File: src/rtl/basket_accumulator.sv
// Purpose: multi-product basket engine; per-ID quantity table, running total, line count, checkout lock.
// Latency: add/remove 3 cycles (DONE/ERR at T+3), early rejects and checkout 1 cycle, clear NUM_PRODUCTS+1 cycles.
// Backpressure: BUSY high while a command runs; ENABLE seen while BUSY is dropped without any response.
//
// Ports:
//   CLOCK_50, RESET_N         clock (rising edge) and asynchronous active-low reset
//   ENABLE, CMD               one-cycle command strobe; 00 add, 01 remove, 10 clear, 11 checkout
//   PRODUCT_ID, QUANTITY      command operands, sampled with ENABLE
//   PRICE_ADDR / PRICE_DATA   external synchronous price ROM (data valid one cycle after address)
//   BUSY, DONE, ERR, ERR_CODE command status; ERR_CODE held until the next DONE/ERR
//   TOTAL, LINE_COUNT, LOCKED basket state
//   RD_ID / RD_QTY            combinational debug read of the quantity table
module basket_accumulator #(
    parameter int NUM_PRODUCTS = 12,
    parameter int ID_W         = 4,
    parameter int QTY_W        = 4,
    parameter int PRICE_W      = 8,
    parameter int TOTAL_W      = 16,
    parameter int MAX_LINES    = 8
) (
    input  logic               CLOCK_50,
    input  logic               RESET_N,
    input  logic               ENABLE,
    input  logic [1:0]         CMD,
    input  logic [ID_W-1:0]    PRODUCT_ID,
    input  logic [QTY_W-1:0]   QUANTITY,
    output logic [ID_W-1:0]    PRICE_ADDR,
    input  logic [PRICE_W-1:0] PRICE_DATA,
    output logic               BUSY,
    output logic               DONE,
    output logic               ERR,
    output logic [2:0]         ERR_CODE,
    output logic [TOTAL_W-1:0] TOTAL,
    output logic [ID_W:0]      LINE_COUNT,
    output logic               LOCKED,
    input  logic [ID_W-1:0]    RD_ID,
    output logic [QTY_W-1:0]   RD_QTY
);

    localparam int PROD_W = PRICE_W + QTY_W;
    localparam int SUM_W  = TOTAL_W + 1;

    localparam logic [ID_W:0]   NUM_IDS   = (ID_W+1)'(NUM_PRODUCTS);
    localparam logic [ID_W:0]   LINES_CAP = (ID_W+1)'(MAX_LINES);
    localparam logic [ID_W:0]   ONE_LINE  = (ID_W+1)'(1);
    localparam logic [ID_W-1:0] LAST_ID   = ID_W'(NUM_PRODUCTS - 1);
    localparam logic [ID_W-1:0] ONE_ID    = ID_W'(1);

    localparam logic [1:0] C_ADD = 2'b00;
    localparam logic [1:0] C_REM = 2'b01;
    localparam logic [1:0] C_CLR = 2'b10;

    localparam logic [2:0] E_NONE   = 3'd0;
    localparam logic [2:0] E_BAD_ID = 3'd1;
    localparam logic [2:0] E_QTY_OV = 3'd2;
    localparam logic [2:0] E_UNDER  = 3'd3;
    localparam logic [2:0] E_FULL   = 3'd4;
    localparam logic [2:0] E_TOT_OV = 3'd5;
    localparam logic [2:0] E_LOCKED = 3'd6;

    typedef enum logic [2:0] {
        S_IDLE,
        S_FETCH,
        S_ACCUM,
        S_CLEAR,
        S_LOCK
    } state_t;

    state_t state;

    logic [QTY_W-1:0] qty_tbl [NUM_PRODUCTS];

    // Command latched at acceptance; the price arrives two cycles later.
    logic [ID_W-1:0]  cmd_id;
    logic [QTY_W-1:0] cmd_qty;
    logic             cmd_rem;
    logic [ID_W-1:0]  clr_idx;

    logic id_bad;

    // ACCUM-stage evaluation
    logic [QTY_W-1:0]   old_qty;
    logic [QTY_W-1:0]   eff_qty;
    logic [QTY_W-1:0]   nxt_qty;
    logic [PROD_W-1:0]  delta;
    logic [SUM_W-1:0]   delta_ext;
    logic [QTY_W:0]     add_qty;
    logic [SUM_W-1:0]   add_total;
    logic [TOTAL_W-1:0] nxt_total;
    logic [ID_W:0]      nxt_lines;
    logic               acc_fail;
    logic [2:0]         acc_code;

    always_comb begin
        id_bad = ({1'b0, PRODUCT_ID} >= NUM_IDS);
    end

    always_comb begin
        RD_QTY = '0;
        if ({1'b0, RD_ID} < NUM_IDS) begin
            RD_QTY = qty_tbl[RD_ID];
        end
    end

    always_comb begin
        old_qty = qty_tbl[cmd_id];
        // A remove with zero quantity takes the whole line out.
        eff_qty = (cmd_rem && (cmd_qty == '0)) ? old_qty : cmd_qty;
        delta     = PROD_W'(PRICE_DATA) * PROD_W'(eff_qty);
        delta_ext = SUM_W'(delta);
        // One extra bit on both sums exposes overflow as a carry-out.
        add_qty   = {1'b0, old_qty} + {1'b0, eff_qty};
        add_total = {1'b0, TOTAL} + delta_ext;

        acc_fail  = 1'b0;
        acc_code  = E_NONE;
        nxt_qty   = old_qty;
        nxt_total = TOTAL;
        nxt_lines = LINE_COUNT;

        if (cmd_rem) begin
            if (eff_qty > old_qty) begin
                acc_fail = 1'b1;
                acc_code = E_UNDER;
            end else begin
                nxt_qty   = old_qty - eff_qty;
                // Prices never change, so the total always covers what is removed.
                nxt_total = TOTAL - delta_ext[TOTAL_W-1:0];
                if ((nxt_qty == '0) && (old_qty != '0)) begin
                    nxt_lines = LINE_COUNT - ONE_LINE;
                end
            end
        end else begin
            if (add_qty[QTY_W]) begin
                acc_fail = 1'b1;
                acc_code = E_QTY_OV;
            end else if ((old_qty == '0) && (eff_qty != '0) && (LINE_COUNT == LINES_CAP)) begin
                acc_fail = 1'b1;
                acc_code = E_FULL;
            end else if (add_total[TOTAL_W]) begin
                acc_fail = 1'b1;
                acc_code = E_TOT_OV;
            end else begin
                nxt_qty   = add_qty[QTY_W-1:0];
                nxt_total = add_total[TOTAL_W-1:0];
                if ((old_qty == '0) && (eff_qty != '0)) begin
                    nxt_lines = LINE_COUNT + ONE_LINE;
                end
            end
        end
    end

    always_ff @(posedge CLOCK_50 or negedge RESET_N) begin
        if (!RESET_N) begin
            state      <= S_IDLE;
            PRICE_ADDR <= '0;
            BUSY       <= 1'b0;
            DONE       <= 1'b0;
            ERR        <= 1'b0;
            ERR_CODE   <= E_NONE;
            TOTAL      <= '0;
            LINE_COUNT <= '0;
            LOCKED     <= 1'b0;
            cmd_id     <= '0;
            cmd_qty    <= '0;
            cmd_rem    <= 1'b0;
            clr_idx    <= '0;
            for (int i = 0; i < NUM_PRODUCTS; i++) begin
                qty_tbl[i] <= '0;
            end
        end else begin
            DONE <= 1'b0;
            ERR  <= 1'b0;

            case (state)
                S_IDLE, S_LOCK: begin
                    if (ENABLE) begin
                        case (CMD)
                            C_ADD, C_REM: begin
                                if (id_bad) begin
                                    ERR      <= 1'b1;
                                    ERR_CODE <= E_BAD_ID;
                                end else if (state == S_LOCK) begin
                                    ERR      <= 1'b1;
                                    ERR_CODE <= E_LOCKED;
                                end else begin
                                    state      <= S_FETCH;
                                    BUSY       <= 1'b1;
                                    PRICE_ADDR <= PRODUCT_ID;
                                    cmd_id     <= PRODUCT_ID;
                                    cmd_qty    <= QUANTITY;
                                    cmd_rem    <= (CMD == C_REM);
                                end
                            end
                            C_CLR: begin
                                state   <= S_CLEAR;
                                BUSY    <= 1'b1;
                                clr_idx <= '0;
                            end
                            default: begin
                                if (state == S_LOCK) begin
                                    ERR      <= 1'b1;
                                    ERR_CODE <= E_LOCKED;
                                end else begin
                                    DONE     <= 1'b1;
                                    ERR_CODE <= E_NONE;
                                    LOCKED   <= 1'b1;
                                    state    <= S_LOCK;
                                end
                            end
                        endcase
                    end
                end

                // ROM address was registered on entry; data is valid next cycle.
                S_FETCH: begin
                    state <= S_ACCUM;
                end

                S_ACCUM: begin
                    state <= S_IDLE;
                    BUSY  <= 1'b0;
                    if (acc_fail) begin
                        ERR      <= 1'b1;
                        ERR_CODE <= acc_code;
                    end else begin
                        DONE            <= 1'b1;
                        ERR_CODE        <= E_NONE;
                        qty_tbl[cmd_id] <= nxt_qty;
                        TOTAL           <= nxt_total;
                        LINE_COUNT      <= nxt_lines;
                    end
                end

                // One table entry per cycle; the aggregates go to zero up front.
                S_CLEAR: begin
                    qty_tbl[clr_idx] <= '0;
                    if (clr_idx == '0) begin
                        TOTAL      <= '0;
                        LINE_COUNT <= '0;
                    end
                    if (clr_idx == LAST_ID) begin
                        state    <= S_IDLE;
                        BUSY     <= 1'b0;
                        DONE     <= 1'b1;
                        ERR_CODE <= E_NONE;
                        LOCKED   <= 1'b0;
                    end else begin
                        clr_idx <= clr_idx + ONE_ID;
                    end
                end

                default: begin
                    state <= S_IDLE;
                    BUSY  <= 1'b0;
                end
            endcase
        end
    end

endmodule

File: config.mk
export PLATFORM = sky130hd
export DESIGN_NAME = basket_accumulator
export DESIGN_NICKNAME = d
export VERILOG_FILES = /design/src/rtl/basket_accumulator.sv
export SDC_FILE = /design/constraint.sdc
export NUM_CORES = 1
export LEC_CHECK = 0
export CAP_MARGIN = 20
export CORE_ASPECT_RATIO = 0.6
export CORE_MARGIN = 2
export CORE_UTILIZATION = 65
export CTS_CLUSTER_SIZE = 25
export DETAILED_ROUTE_END_ITERATION = 8
export GPL_TIMING_DRIVEN = 1
export PLACE_DENSITY = 0.87
export SLEW_MARGIN = 10
export SYNTH_ARGS = -nofsm -noshare
export SYNTH_HDL_FRONTEND = slang
export SYNTH_SLANG_ARGS = --single-unit
File: constraint.sdc
create_clock -name CLOCK_50 -period 12.8 [get_ports CLOCK_50]
set_clock_uncertainty 0.15 [all_clocks]
set_input_delay 1.92 -clock CLOCK_50 [delete_from_list [all_inputs] [get_ports CLOCK_50]]
set_output_delay 1.92 -clock CLOCK_50 [all_outputs]
set_load 0.005 [all_outputs]
==> impl_metrics.env <==
export IMPL_outcome="completed"
export IMPL_finalHoldViolations=0
export IMPL_htree_num_levels=3
export IMPL_post_route_cells_drive_above_1_share=0.08865
export IMPL_multiInputGateArea_mm2=0.004878
export IMPL_clk_transition_reported_paths_ps=70
export IMPL_clkSinkCount=92
export IMPL_yosysSeqAreaShare=0.3030
export IMPL_std_cell_rows=30
export IMPL_grt_pass1_vias=6215
export IMPL_synth_compound_gate_area_share=0.1818
export IMPL_globalRouteTotalUtil=0.3558
export IMPL_cp_end_kind="flop"
export IMPL_netlist_cell_type_count=70
export IMPL_grt_start_max_net_pins=62
export IMPL_final_setup_viol_count=0
export IMPL_routabilityCongestion=1.003
export IMPL_cts_repair_resize_count=0
export IMPL_synth_enable_flop_cells=0
export IMPL_grt_pass1_wl_um=34040
export IMPL_num_fill_cells=807
export IMPL_async_reset_ff_frac=1.000
export IMPL_worstPathRequired_ps=12880
export IMPL_die_width_um=143.6
export IMPL_numCtsBuffers=9
export IMPL_achievable_frequency_mhz=110.0
export IMPL_fin_crit_sh=0.7099
export IMPL_period_needed_ps=9087
export IMPL_cts_tree="built"
export IMPL_max_slew_margin_rel=0.3142
export IMPL_setup_repair_after_global_routing_missed_its_margin="false"
export IMPL_num_io_pins=61
export IMPL_cts_root_buf="sky130_fd_sc_hd__clkbuf_16"
export IMPL_synth_fa_ha_area_frac=0.1370
export IMPL_clk_insertion_delay_late_ps=350
export IMPL_synth_top_family_by_area="simple AND/OR/NAND/NOR gates"
export IMPL_hpwlAfterDp_um=16180
export IMPL_global_route_overflow_total=0
export IMPL_layout_area_seq_mm2=0.002302
export IMPL_die_area_mm2=0.01260
export IMPL_final_net_count=939
export IMPL_totalWireLength_um=21240
export IMPL_syn_nets=899
export IMPL_synthMuxAreaShare=0.1110
export IMPL_critical_path_arrival_ps=9170
export IMPL_io_buffers=60
export IMPL_initialDrtViolationCount=788
export IMPL_yosys_area_share_xor_xnor=0.02767
export IMPL_area_growth_synth_to_final_pct=12.30
export IMPL_n_antenna_cell=0
export IMPL_route_detailed_drc=0
export IMPL_fp_coreArea_mm2=0.01134
export IMPL_min_path_type="flop to flop"
export IMPL_fin_tns_setup_ps=0
export IMPL_timing_critical_path_fanout_max=22
export IMPL_firstDrtPassIters=5
export IMPL_cts_path_max_buffers=2
export IMPL_max_cap_violations=0
export IMPL_worst_slew_pin_slew_ps=1029
export IMPL_dominantRegCellSynth="sky130_fd_sc_hd__dfrtp_1"
export IMPL_final_number_of_max_transition_violations=0
export IMPL_synth_cells=801
export IMPL_synthesis_area_mm2=0.007597
export IMPL_ys_ff_latch=92
export IMPL_route_detailed_vias_per_inst=6.518
export IMPL_routed_wire_length_per_instance_um=21.11
export IMPL_cp_start_kind="flop"
export IMPL_timing_setup_critical_path_class="flop to flop"
export IMPL_synthesis_area_per_instance_um2=9.485
export IMPL_height_of_the_die_um=87.75
export IMPL_grt_antenna_before_repair=0
export IMPL_synthSimpleGateAreaFrac=0.1846
export IMPL_post_cts_repair_setup_buffers=0
export IMPL_start_util=0.6702
export IMPL_ctsHoldBuffers=0
export IMPL_vias=6557
export IMPL_ant_nets=0
export IMPL_synth_yosys_warnings=0
cells in the mapped netlist, drive strengths merged, types with 7 or more instances:
| library cell | n | share of area |
|---|---|---|
| a21o | 14 | 0.014 |
| a21oi | 44 | 0.029 |
| a31o | 14 | 0.017 |
| a31oi | 8 | 0.0066 |
| and2 | 10 | 0.0082 |
| buf | 18 | 0.018 |
| clkbuf | 16 | 0.0079 |
| dfrtp | 92 | 0.30 |
| fa | 17 | 0.045 |
| ha | 56 | 0.092 |
| inv | 59 | 0.029 |
| mux2 | 10 | 0.015 |
| mux2i | 16 | 0.021 |
| mux4 | 24 | 0.075 |
| nand2 | 71 | 0.035 |
| nand2b | 12 | 0.0099 |
| nand3 | 47 | 0.037 |
| nor2 | 41 | 0.021 |
| nor2b | 31 | 0.026 |
| nor3 | 14 | 0.0092 |
| o211ai | 7 | 0.0076 |
| o21ai | 61 | 0.040 |
| o21bai | 9 | 0.0089 |
| o31ai | 12 | 0.012 |
| xnor2 | 11 | 0.013 |
| xor2 | 13 | 0.015 |
metrics by stage:
stage | instances | instance area [um2] | setup WS, ps | util | hold slack (ps)
2_1_floorplan | 801 | 7597 | 5765 | - | 323.3
3_3_place_gp | 989 | 8215 | 4392 | 0.7247 | 317.2
3_5_place_dp | 989 | 8215 | 3986 | 0.7247 | 320.3
4_1_cts | 1005 | 8521 | 3879 | 0.7517 | 335.6
5_1_grt | 1006 | 8532 | 3083 | 0.7526 | 385.2
6_report | 1006 | 8532 | 3713 | 0.7526 | 330.3
sequential cells by signal, summed over array words and instances, names as in the netlist:
name / cells
BUSY: 1
DONE: 1
ERR: 1
ERR_CODE: 3
LINE_COUNT: 5
LOCKED: 1
TOTAL: 16
clr_idx: 4
cmd_id: 4
cmd_qty: 4
cmd_rem: 1
qty_tbl: 48
state: 3
cells in the final DEF, fill, tap and decap left out, drive strengths merged, types with 4 or more instances in the layout:
cell type and instances:
nand2 71, o31ai 12, o311ai 4, nand3 47
nor4 6, nand4 5, mux2 10, or3 4
nor2b 31, nor2 41, ha 56, dfrtp 92
o21a 6, and2 10, a21o 14, nor3 14
nand3b 5, o21bai 9, clkdlybuf4s50 59, o21ai 61
mux4 24, buf 4, mux2i 16, inv 63
a211oi 4, xor2 13, o211ai 7, clkbuf 9
a31oi 8, a21oi 44, nand2b 12, xnor2 11
a31o 14, or2 5, fa 17
kinds of logic after synthesis:
logic type	Yosys count
compound gates	206
flops	92
buf+inv	93
xor+xnor	24
fa+ha+maj	73
mux	50
simple gates	263
per-layer routing:
layer	global-route usage	up-vias	share of wire
met5	0	-	0
met4	0.07665	0	0.017
met3	0.1432	45	0.15
met2	0.4788	417	0.39
met1	0.5378	3120	0.44
li1	-	2975	-
final timing paths:
check | endpoint | slack (ps) | startpoint | cells after the start
hold / removal | ERR_CODE[0] | 330 | ERR_CODE[0] | 2
setup / recovery | qty_tbl[33] | 3710 | cmd_id[0] | 26
min in group asynchronous | qty_tbl[20] | 1350 | RESET_N | 1
hold reg to reg | ERR_CODE[0] | 330 | ERR_CODE[0] | 2
max in group asynchronous | qty_tbl[25] | 10010 | RESET_N | 2
setup reg to reg | qty_tbl[33] | 3710 | cmd_id[0] | 26
layout make-up:
| cell class | count | share of cell area |
|---|---|---|
| Multi-Input combinational cell | 616 | 0.5718 |
| Sequential cell | 92 | 0.2698 |
| Timing Repair Buffer | 63 | 0.07318 |
| Clock buffer | 9 | 0.02640 |
| Inverter | 59 | 0.02596 |
| Tap cell | 160 | 0.02346 |
| Clock inverter | 7 | 0.009386 |
worst max-delay path: stages, from the launching register on:
cell	delay [ps]
sky130_fd_sc_hd__dfrtp_1	1020
sky130_fd_sc_hd__mux4_1	660
sky130_fd_sc_hd__nand2_1	90
sky130_fd_sc_hd__nand3_1	360
sky130_fd_sc_hd__a21oi_1	860
sky130_fd_sc_hd__inv_1	240
sky130_fd_sc_hd__nand2_1	150
sky130_fd_sc_hd__fa_1	410
sky130_fd_sc_hd__inv_1	90
sky130_fd_sc_hd__fa_1	430
sky130_fd_sc_hd__ha_1	320
sky130_fd_sc_hd__a21o_1	190
sky130_fd_sc_hd__a21oi_1	250
sky130_fd_sc_hd__o21bai_1	110
sky130_fd_sc_hd__a21oi_1	230
sky130_fd_sc_hd__o21bai_1	100
sky130_fd_sc_hd__a21o_1	220
sky130_fd_sc_hd__xor2_1	170
sky130_fd_sc_hd__ha_1	420
sky130_fd_sc_hd__a21o_1	200
sky130_fd_sc_hd__nand3_1	80
sky130_fd_sc_hd__o211ai_1	130
sky130_fd_sc_hd__o21ai_1	560
sky130_fd_sc_hd__nand3_1	290
sky130_fd_sc_hd__o311ai_2	870
sky130_fd_sc_hd__nor2_1	110
sky130_fd_sc_hd__a31o_2	240
Power is left out: the tool's default activity adds up to more than one toggle a clock period on the data nets, which glitch-free logic cannot reach.
